`src/rtl/id_ex_stage.sv`:
```
// ID/EX pipeline stage: captures the decoded instruction, forwards results
// from EX/MEM and MEM/WB into the ALU operands and detects load-use hazards.

package control_types_pkg;
  typedef enum logic [3:0] {
    ALU_NOP  = 4'd0,
    ALU_ADD  = 4'd1,
    ALU_SUB  = 4'd2,
    ALU_AND  = 4'd3,
    ALU_OR   = 4'd4,
    ALU_XOR  = 4'd5,
    ALU_SLL  = 4'd6,
    ALU_SRL  = 4'd7,
    ALU_SRA  = 4'd8,
    ALU_SLT  = 4'd9,
    ALU_SLTU = 4'd10,
    ALU_LUI  = 4'd11
  } alu_op_t;
endpackage

module id_ex_stage
  import control_types_pkg::*;
(
  input  logic        clk,
  input  logic        rst,
  input  logic        stall_in,
  input  logic        flush,
  input  logic        id_valid,
  input  logic [31:0] id_pc,
  input  logic [31:0] id_imm,
  input  logic [31:0] id_rs1_data,
  input  logic [31:0] id_rs2_data,
  input  logic [4:0]  id_rs1_addr,
  input  logic [4:0]  id_rs2_addr,
  input  logic [4:0]  id_rd_addr,
  input  alu_op_t     id_alu_op,
  input  logic        id_a_sel,
  input  logic        id_b_sel,
  input  logic        id_reg_write,
  input  logic        id_mem_read,
  input  logic        exmem_reg_write,
  input  logic [4:0]  exmem_rd_addr,
  input  logic [31:0] exmem_result,
  input  logic        memwb_reg_write,
  input  logic [4:0]  memwb_rd_addr,
  input  logic [31:0] memwb_result,
  output logic [31:0] operand_a,
  output logic [31:0] operand_b,
  output alu_op_t     alu_op,
  output logic        ex_valid,
  output logic        ex_reg_write,
  output logic        ex_mem_read,
  output logic [4:0]  ex_rd_addr,
  output logic [31:0] ex_store_data,
  output logic        load_use_stall
);

  localparam int DATA_W = 32;
  localparam int REG_W  = 5;

  // Registered control fields
  logic              vld_p0;
  logic [REG_W-1:0]  rs1_addr_p0;
  logic [REG_W-1:0]  rs2_addr_p0;
  logic [REG_W-1:0]  rd_addr_p0;
  alu_op_t           alu_op_p0;
  logic              a_sel_p0;
  logic              b_sel_p0;
  logic              reg_write_p0;
  logic              mem_read_p0;

  // Registered data fields
  logic [DATA_W-1:0] pc_p0;
  logic [DATA_W-1:0] imm_p0;
  logic [DATA_W-1:0] rs1_data_p0;
  logic [DATA_W-1:0] rs2_data_p0;

  logic              capture_en;
  logic [DATA_W-1:0] fwd_a;
  logic [DATA_W-1:0] fwd_b;

  // Select the freshest value of a source register. EX/MEM is younger than
  // MEM/WB so it wins; x0 is hard-wired to zero and is never forwarded.
  function automatic logic [DATA_W-1:0] forward_sel(
    input logic [REG_W-1:0]  src_addr,
    input logic [DATA_W-1:0] reg_data,
    input logic              em_we,
    input logic [REG_W-1:0]  em_rd,
    input logic [DATA_W-1:0] em_res,
    input logic              mw_we,
    input logic [REG_W-1:0]  mw_rd,
    input logic [DATA_W-1:0] mw_res
  );
    logic [DATA_W-1:0] sel;
    sel = reg_data;
    if (src_addr != '0) begin
      if (em_we && (em_rd == src_addr))
        sel = em_res;
      else if (mw_we && (mw_rd == src_addr))
        sel = mw_res;
    end
    return sel;
  endfunction

  // Load-use hazard: the instruction in EX is a load whose destination is
  // read by the instruction currently in ID.
  assign load_use_stall = vld_p0 & mem_read_p0 & (rd_addr_p0 != '0) &
                          ((rd_addr_p0 == id_rs1_addr) | (rd_addr_p0 == id_rs2_addr)) &
                          id_valid;

  // A real instruction is taken only when nothing of higher priority applies;
  // on bubbles the data fields simply keep their old (don't-care) contents.
  assign capture_en = ~flush & ~stall_in & ~load_use_stall & id_valid;

  // Control fields: rst > flush > hold > load-use bubble > capture
  always_ff @(posedge clk) begin
    if (rst || flush) begin
      vld_p0       <= 1'b0;
      rs1_addr_p0  <= '0;
      rs2_addr_p0  <= '0;
      rd_addr_p0   <= '0;
      alu_op_p0    <= ALU_NOP;
      a_sel_p0     <= 1'b0;
      b_sel_p0     <= 1'b0;
      reg_write_p0 <= 1'b0;
      mem_read_p0  <= 1'b0;
    end else if (!stall_in) begin
      if (capture_en) begin
        vld_p0       <= 1'b1;
        rs1_addr_p0  <= id_rs1_addr;
        rs2_addr_p0  <= id_rs2_addr;
        rd_addr_p0   <= id_rd_addr;
        alu_op_p0    <= id_alu_op;
        a_sel_p0     <= id_a_sel;
        b_sel_p0     <= id_b_sel;
        reg_write_p0 <= id_reg_write;
        mem_read_p0  <= id_mem_read;
      end else begin
        vld_p0       <= 1'b0;
        rs1_addr_p0  <= '0;
        rs2_addr_p0  <= '0;
        rd_addr_p0   <= '0;
        alu_op_p0    <= ALU_NOP;
        a_sel_p0     <= 1'b0;
        b_sel_p0     <= 1'b0;
        reg_write_p0 <= 1'b0;
        mem_read_p0  <= 1'b0;
      end
    end
  end

  // Data fields: cleared on reset so operands read zero, loaded on capture
  always_ff @(posedge clk) begin
    if (rst) begin
      pc_p0       <= '0;
      imm_p0      <= '0;
      rs1_data_p0 <= '0;
      rs2_data_p0 <= '0;
    end else if (capture_en) begin
      pc_p0       <= id_pc;
      imm_p0      <= id_imm;
      rs1_data_p0 <= id_rs1_data;
      rs2_data_p0 <= id_rs2_data;
    end
  end

  // ---- EX side: combinational forwarding and operand selection ----

  // Forwarding and operand muxes from registered state
  always_comb begin
    fwd_a = forward_sel(rs1_addr_p0, rs1_data_p0,
                        exmem_reg_write, exmem_rd_addr, exmem_result,
                        memwb_reg_write, memwb_rd_addr, memwb_result);
    fwd_b = forward_sel(rs2_addr_p0, rs2_data_p0,
                        exmem_reg_write, exmem_rd_addr, exmem_result,
                        memwb_reg_write, memwb_rd_addr, memwb_result);
    operand_a     = a_sel_p0 ? pc_p0  : fwd_a;
    operand_b     = b_sel_p0 ? imm_p0 : fwd_b;
    ex_store_data = fwd_b;
  end

  assign alu_op       = alu_op_p0;
  assign ex_valid     = vld_p0;
  assign ex_reg_write = reg_write_p0;
  assign ex_mem_read  = mem_read_p0;
  assign ex_rd_addr   = rd_addr_p0;

endmodule
```
`config.mk`:
```
export PLATFORM = sky130hd
export DESIGN_NAME = id_ex_stage
export DESIGN_NICKNAME = d
export VERILOG_FILES = /design/src/rtl/id_ex_stage.sv
export SDC_FILE = /design/constraint.sdc
export NUM_CORES = 1
export LEC_CHECK = 0
export BUFFER_PORTS_ARGS = -buffer_cell sky130_fd_sc_hd__clkbuf_2
export CORE_AREA = 2 2 143 215
export DETAILED_ROUTE_END_ITERATION = 6
export DIE_AREA = 0 0 145 217
export PLACE_DENSITY_LB_ADDON = 0.3
export SLEW_MARGIN = 20
export SYNTH_ARGS = -nofsm -noshare
export SYNTH_HDL_FRONTEND = slang
export SYNTH_SLANG_ARGS = --single-unit
```
`constraint.sdc`:
```
create_clock -name clk -period 2.95 [get_ports clk]
set_input_delay 0.4425 -clock clk [delete_from_list [all_inputs] [get_ports clk]]
set_output_delay 0.4425 -clock clk [all_outputs]
set_load 0.05 [all_outputs]
```
# Word level (Yosys, flattened, before mapping)
# Index checks and enable logic that the tools add are counted.
[totals]
elab_cells = 55
inputBits = 232
register_bits = 152
out_inout_bits = 109
[classes]
muxes = 17
n_bitwise = 11
n_eq_ne = 6
reduce_logical = 8
[ops]
columns = ["op", "count"]
rows = [
  ["32-bit 2-to-1 mux", 8],
  ["5-bit equality test", 6],
  ["5-bit 2-to-1 mux", 3],
  ["5-bit nonzero test", 3],
  ["1-bit AND", 7],
  ["1-bit 2-to-1 mux", 5],
  ["1-bit logical AND", 4],
  ["4-bit 2-to-1 mux", 1],
  ["1-bit inverter", 3],
  ["1-bit logical OR", 1],
  ["1-bit OR", 1],
]

# Depth between registers and ports, before layout
[depth]
depth_word = 8
ltp_mapped = 8
ltp_nobuf = 5

# Least setup slack after synthesis
# OpenSTA, ideal clock, no wires.
[synth_path]
path_kind = "input-to-output"
from = "in exmem_rd_addr[2]"
to = "out operand_b[10]"
required_ps = 2508
stages = 6
t_arrival_ps = 2484
path_buffers = 1
path_slack_ps = 24
path_cell_list = "xnor2_1 nand4_1 nor2_1 buf_2 mux2i_1 o21ai_0"
[synth_between]
elab_chain_len = 5
[synth_rtl]
columns = ["item", "line_no", "text"]
rows = [
  ["start: declaration", "42", "input logic [4:0] exmem_rd_addr,"],
  ["5-bit equality test", "97", "if (em_we && (em_rd == src_addr))"],
  ["1-bit logical AND", "97", ""],
  ["32-bit 2-to-1 mux", "97", ""],
  ["32-bit 2-to-1 mux", "96", "if (src_addr != '0) begin"],
  ["32-bit 2-to-1 mux", "178", "operand_b = b_sel_p0 ? imm_p0 : fwd_b;"],
  ["end: declaration", "48", "output logic [31:0] operand_b,"],
]
# No other way between the ends.

# Worst setup path in the final report
[layout_path]
from = "reg rs2_addr_p0[2]"
to = "out ex_store_data[28]"
[layout_between]
elab_chain_len = 5
[layout_rtl]
columns = ["item", "line_no", "text"]
rows = [
  ["start: declaration", "64", "logic [REG_W-1:0] rs2_addr_p0;"],
  ["start signal: assignment", "131", "rs2_addr_p0 <= id_rs2_addr;"],
  ["5-bit equality test", "99", "else if (mw_we && (mw_rd == src_addr))"],
  ["1-bit logical AND", "99", ""],
  ["32-bit 2-to-1 mux", "99", ""],
  ["32-bit 2-to-1 mux", "97", ""],
  ["32-bit 2-to-1 mux *", "96", ""],
  ["end: declaration", "54", "output logic [31:0] ex_store_data,"],
]
# Mark *: on every way between the ends. The rest lies on a longest branch, timed or not.

==> impl_metrics.env <==
export IMPL_fin_ws_ns=-0.0854
export IMPL_synth_seq_cells=152
export IMPL_antenna_found_initial=14
export IMPL_path_buf_inv=3
export IMPL_cts_tree="yes"
export IMPL_hold_depth=2
export IMPL_synth_xor_area_share_pct=2.25
export IMPL_h_tree_depth=4
export IMPL_r2r_setup_slack_ns=0.39
export IMPL_pwr_share_seq_pct=36.2
export IMPL_tightest_slew_ns=0.991
export IMPL_wirelength_um=50300
export IMPL_hold_class="in2reg"
export IMPL_synth_edff_count=0
export IMPL_switching_power_mw=2.08
export IMPL_clock_path_buffers=2
export IMPL_dpl_cell_area_um2=14700
export IMPL_combPwrFrac_pct=27.7
export IMPL_synthSimpleGateAreaFrac_pct=24.9
export IMPL_hold_violations=0
export IMPL_grt_pass1_wl_um=72800
export IMPL_grt_pass1_vias=12233
export IMPL_power_mw=6.31
export IMPL_post_drt_wl_per_cell_um=24.2
export IMPL_synth_ff_type="dfxtp_1"
export IMPL_stdcell_area_um2=17000
export IMPL_finalWeightedCongestion=0.947
export IMPL_power_internal_mw=4.23
export IMPL_synth_mux_area_share_pct=21.7
export IMPL_p_per_area_nw_per_um2=371
export IMPL_drive_gt1_share_pct=36.0
export IMPL_r2r_cells=5
export IMPL_cts_sinks=152
export IMPL_ir_worst_vdd_mv=0.428
export IMPL_synth_cells=1365
export IMPL_path_class="reg2out"
export IMPL_io_buffers=340
export IMPL_fill_cells=2619
export IMPL_grt_overflow_total=0
export IMPL_grt_max_degree=142
export IMPL_path_clk_slew_ns=0.07
export IMPL_finalCritPeriodShare_pct=103
export IMPL_hold_buffers=0
export IMPL_worstHoldEndpoint="alu_op[2]$_SDFFE_PP0N_"
export IMPL_cts_buffers=17
export IMPL_timing_rr_end="alu_op[3]$_SDFFE_PP0N_"
export IMPL_synth_distinct_cells=35
export IMPL_slew_viol_final=0
export IMPL_avgSynthCellArea_um2=8.57
export IMPL_period_minus_slack_ns=3.04
export IMPL_outcome="complete, but fails checks"
export IMPL_num_vias=12733
export IMPL_crit_chain="xnor2_2, nand4_1, buf_6, nor3_1, mux2i_4, buf_6, o2bb2ai_2, buf_12"
export IMPL_grtUsageTotal_pct=29.9
export IMPL_timing_slew_headroom_pct=33.7
export IMPL_grt_setup_unrepaired="yes"
export IMPL_final_common_cell="nor3b_1"
export IMPL_drc=0
export IMPL_r2r_start="ex_rd_addr[0]$_SDFFE_PP0N_"
export IMPL_final_cell_mix="255 x nor3b_1, 243 x clkbuf_2, 196 x mux2i_1"
export IMPL_start_util_pct=39.3
export IMPL_synth_compound_area_share_pct=18.2
export IMPL_crit_family="buffers and inverters"
export IMPL_clk_latency_ns=0.46
export IMPL_worst_endpoint_required_ns=2.51
export IMPL_critical_path_max_stage_delay_ns=0.39
export IMPL_slowest_stage="nor3_1"
export IMPL_path_max_fanout=32
export IMPL_die_area_um2=31500
export IMPL_synth_top_family_by_area="simple AND/OR/NAND/NOR gates"
export IMPL_io_pin_count=341
export IMPL_nets=1881
export IMPL_endpoint_kind="output port"
export IMPL_syn_nets=1597
export IMPL_setup_viol=30
export IMPL_pwr_share_clk_pct=36.1
export IMPL_synthArstFlopShare_pct=0
export IMPL_failed_checks="negative setup slack"
export IMPL_core_um2=29800
export IMPL_critical_path_arrival_ns=2.59
export IMPL_dr_pass1_iters=5
export IMPL_hpwlAfterDp_um=34000
export IMPL_drt_vias_per_instance=6.14
export IMPL_drtIter0Drc=1128
export IMPL_synth_adder_area_share_pct=0
export IMPL_power_leakage_nw=6.43
export IMPL_rows=78
export IMPL_hold_start="id_alu_op[2]"
export IMPL_syn_area_um2=11700
export IMPL_ant_nets=0
export IMPL_start_kind="register"
export IMPL_die_y_um=217
export IMPL_ys_seq_area_share_pct=26.0
export IMPL_skew_ns=0.0128
export IMPL_cts_root_buf="clkbuf_16"
export IMPL_sw_frac_of_total_pct=33.0
export IMPL_die_w_um=145
export IMPL_yosysWarnings=0
export IMPL_critPathMostFrequentCell="buf_6"
export IMPL_place_ws_ns=-0.0744
export IMPL_area_growth_syn_to_layout_pct=45.2
export IMPL_fmaxAchievable_ghz=0.329
export IMPL_cap_violations=0
[worst max-delay path by stage]
stage / startpoint / to / cells after the start
after floorplan: exmem_rd_addr[2] / operand_b[10] / 6
after global placement: exmem_rd_addr[4] / operand_b[27] / 9
after detailed placement: exmem_rd_addr[4] / operand_b[28] / 9
after CTS: rs2_addr_p0[1]$_SDFFE_PP0N_ / ex_store_data[0] / 9
after global routing: rs2_addr_p0[2]$_SDFFE_PP0N_ / ex_store_data[28] / 8
final: rs2_addr_p0[2]$_SDFFE_PP0N_ / ex_store_data[28] / 8
[power groups by stage]
| stage | combinational (mW) | clock (mW) | sequential, mW |
|---|---|---|---|
| after floorplan | 0.894 | 0 | 2.29 |
| after global placement | 1.53 | 0 | 2.31 |
| after detailed placement | 1.55 | 0 | 2.32 |
| after CTS | 1.63 | 2.30 | 2.28 |
| after global routing | 1.83 | 2.38 | 2.29 |
| final | 1.75 | 2.27 | 2.28 |
[synth_stat cells, types with 2 or more instances]
library cell | instances | area [µm²]
o2bb2ai_1 | 32 | 280
nand2_1 | 133 | 499
mux2i_1 | 254 | 2540
or4_1 | 2 | 15.0
dfxtp_1 | 152 | 3040
and3_1 | 2 | 12.5
nor3b_1 | 256 | 1920
o21ai_0 | 32 | 160
nor3_1 | 34 | 170
nand3_1 | 2 | 10.0
nor4_1 | 2 | 12.5
inv_1 | 34 | 128
nand4_1 | 3 | 18.8
xnor2_1 | 22 | 193
or3_1 | 2 | 12.5
clkbuf_1 | 101 | 379
buf_4 | 5 | 37.5
xor2_1 | 8 | 70.1
a21oi_1 | 2 | 10.0
a32oi_1 | 161 | 1410
a22o_1 | 23 | 201
nor2b_1 | 32 | 200
and2_1 | 2 | 12.5
buf_1 | 8 | 30.0
nor2_1 | 4 | 15.0
buf_2 | 48 | 240
[per-layer routing]
layer  global-route usage (%)  wire, µm  up-vias
li1                         -         -     5753
met1                     33.8     18400     6213
met2                     50.3     24500      633
met3                     7.78      4210      130
met4                     19.0      3110        4
met5                        0        30        -
[cell families (layout without fill, tap and decap cells)]
| family | Yosys count | in the layout |
|---|---|---|
| xor+xnor | 30 | 30 |
| buf+inv | 197 | 494 |
| flops | 152 | 152 |
| simple gates | 476 | 476 |
| other cells | 0 | 13 |
| compound gates | 256 | 256 |
| mux | 254 | 254 |
[cell type report]
cell class                      count  area (µm²)  share of cell area (%)
Antenna cell                       13        32.5                   0.191
Clock buffer                       21         470                    2.77
Clock inverter                     11         123                   0.722
Inverter                           35         134                   0.788
Multi-Input combinational cell   1016        8900                    52.4
Sequential cell                   152        3070                    18.1
Tap cell                          400         500                    2.95
Timing Repair Buffer              427        3760                    22.2
[metrics by stage]
step | utilization, % | TNS, ns | hold slack (ns) | cells
after global placement | 49.3 | -0.329 | 0.468 | 1999
after CTS | 54.1 | -1.28 | 0.183 | 2047
after global routing | 57.1 | -5.55 | 0.190 | 2074
final | 57.1 | -0.752 | 0.193 | 2075
after detailed placement | 49.3 | -0.195 | 0.469 | 1999
after floorplan | - | 0 | 0.470 | 1365
[flip-flops by register name, summed over array words and instances (netlist names), 4 cells and up]
| signal | flops |
|---|---|
| alu_op | 4 |
| ex_rd_addr | 5 |
| imm_p0 | 32 |
| pc_p0 | 32 |
| rs1_addr_p0 | 5 |
| rs1_data_p0 | 32 |
| rs2_addr_p0 | 5 |
| rs2_data_p0 | 32 |
[what timing repair did]
action                                  4_1_cts  5_1_grt
gates resized for setup                     127      219
gates cloned                                  5        4
pin swaps                                     6       17
endpoints found under the setup margin       88       95
buffers inserted                             11       13
Power figures use the tool's default switching activity.
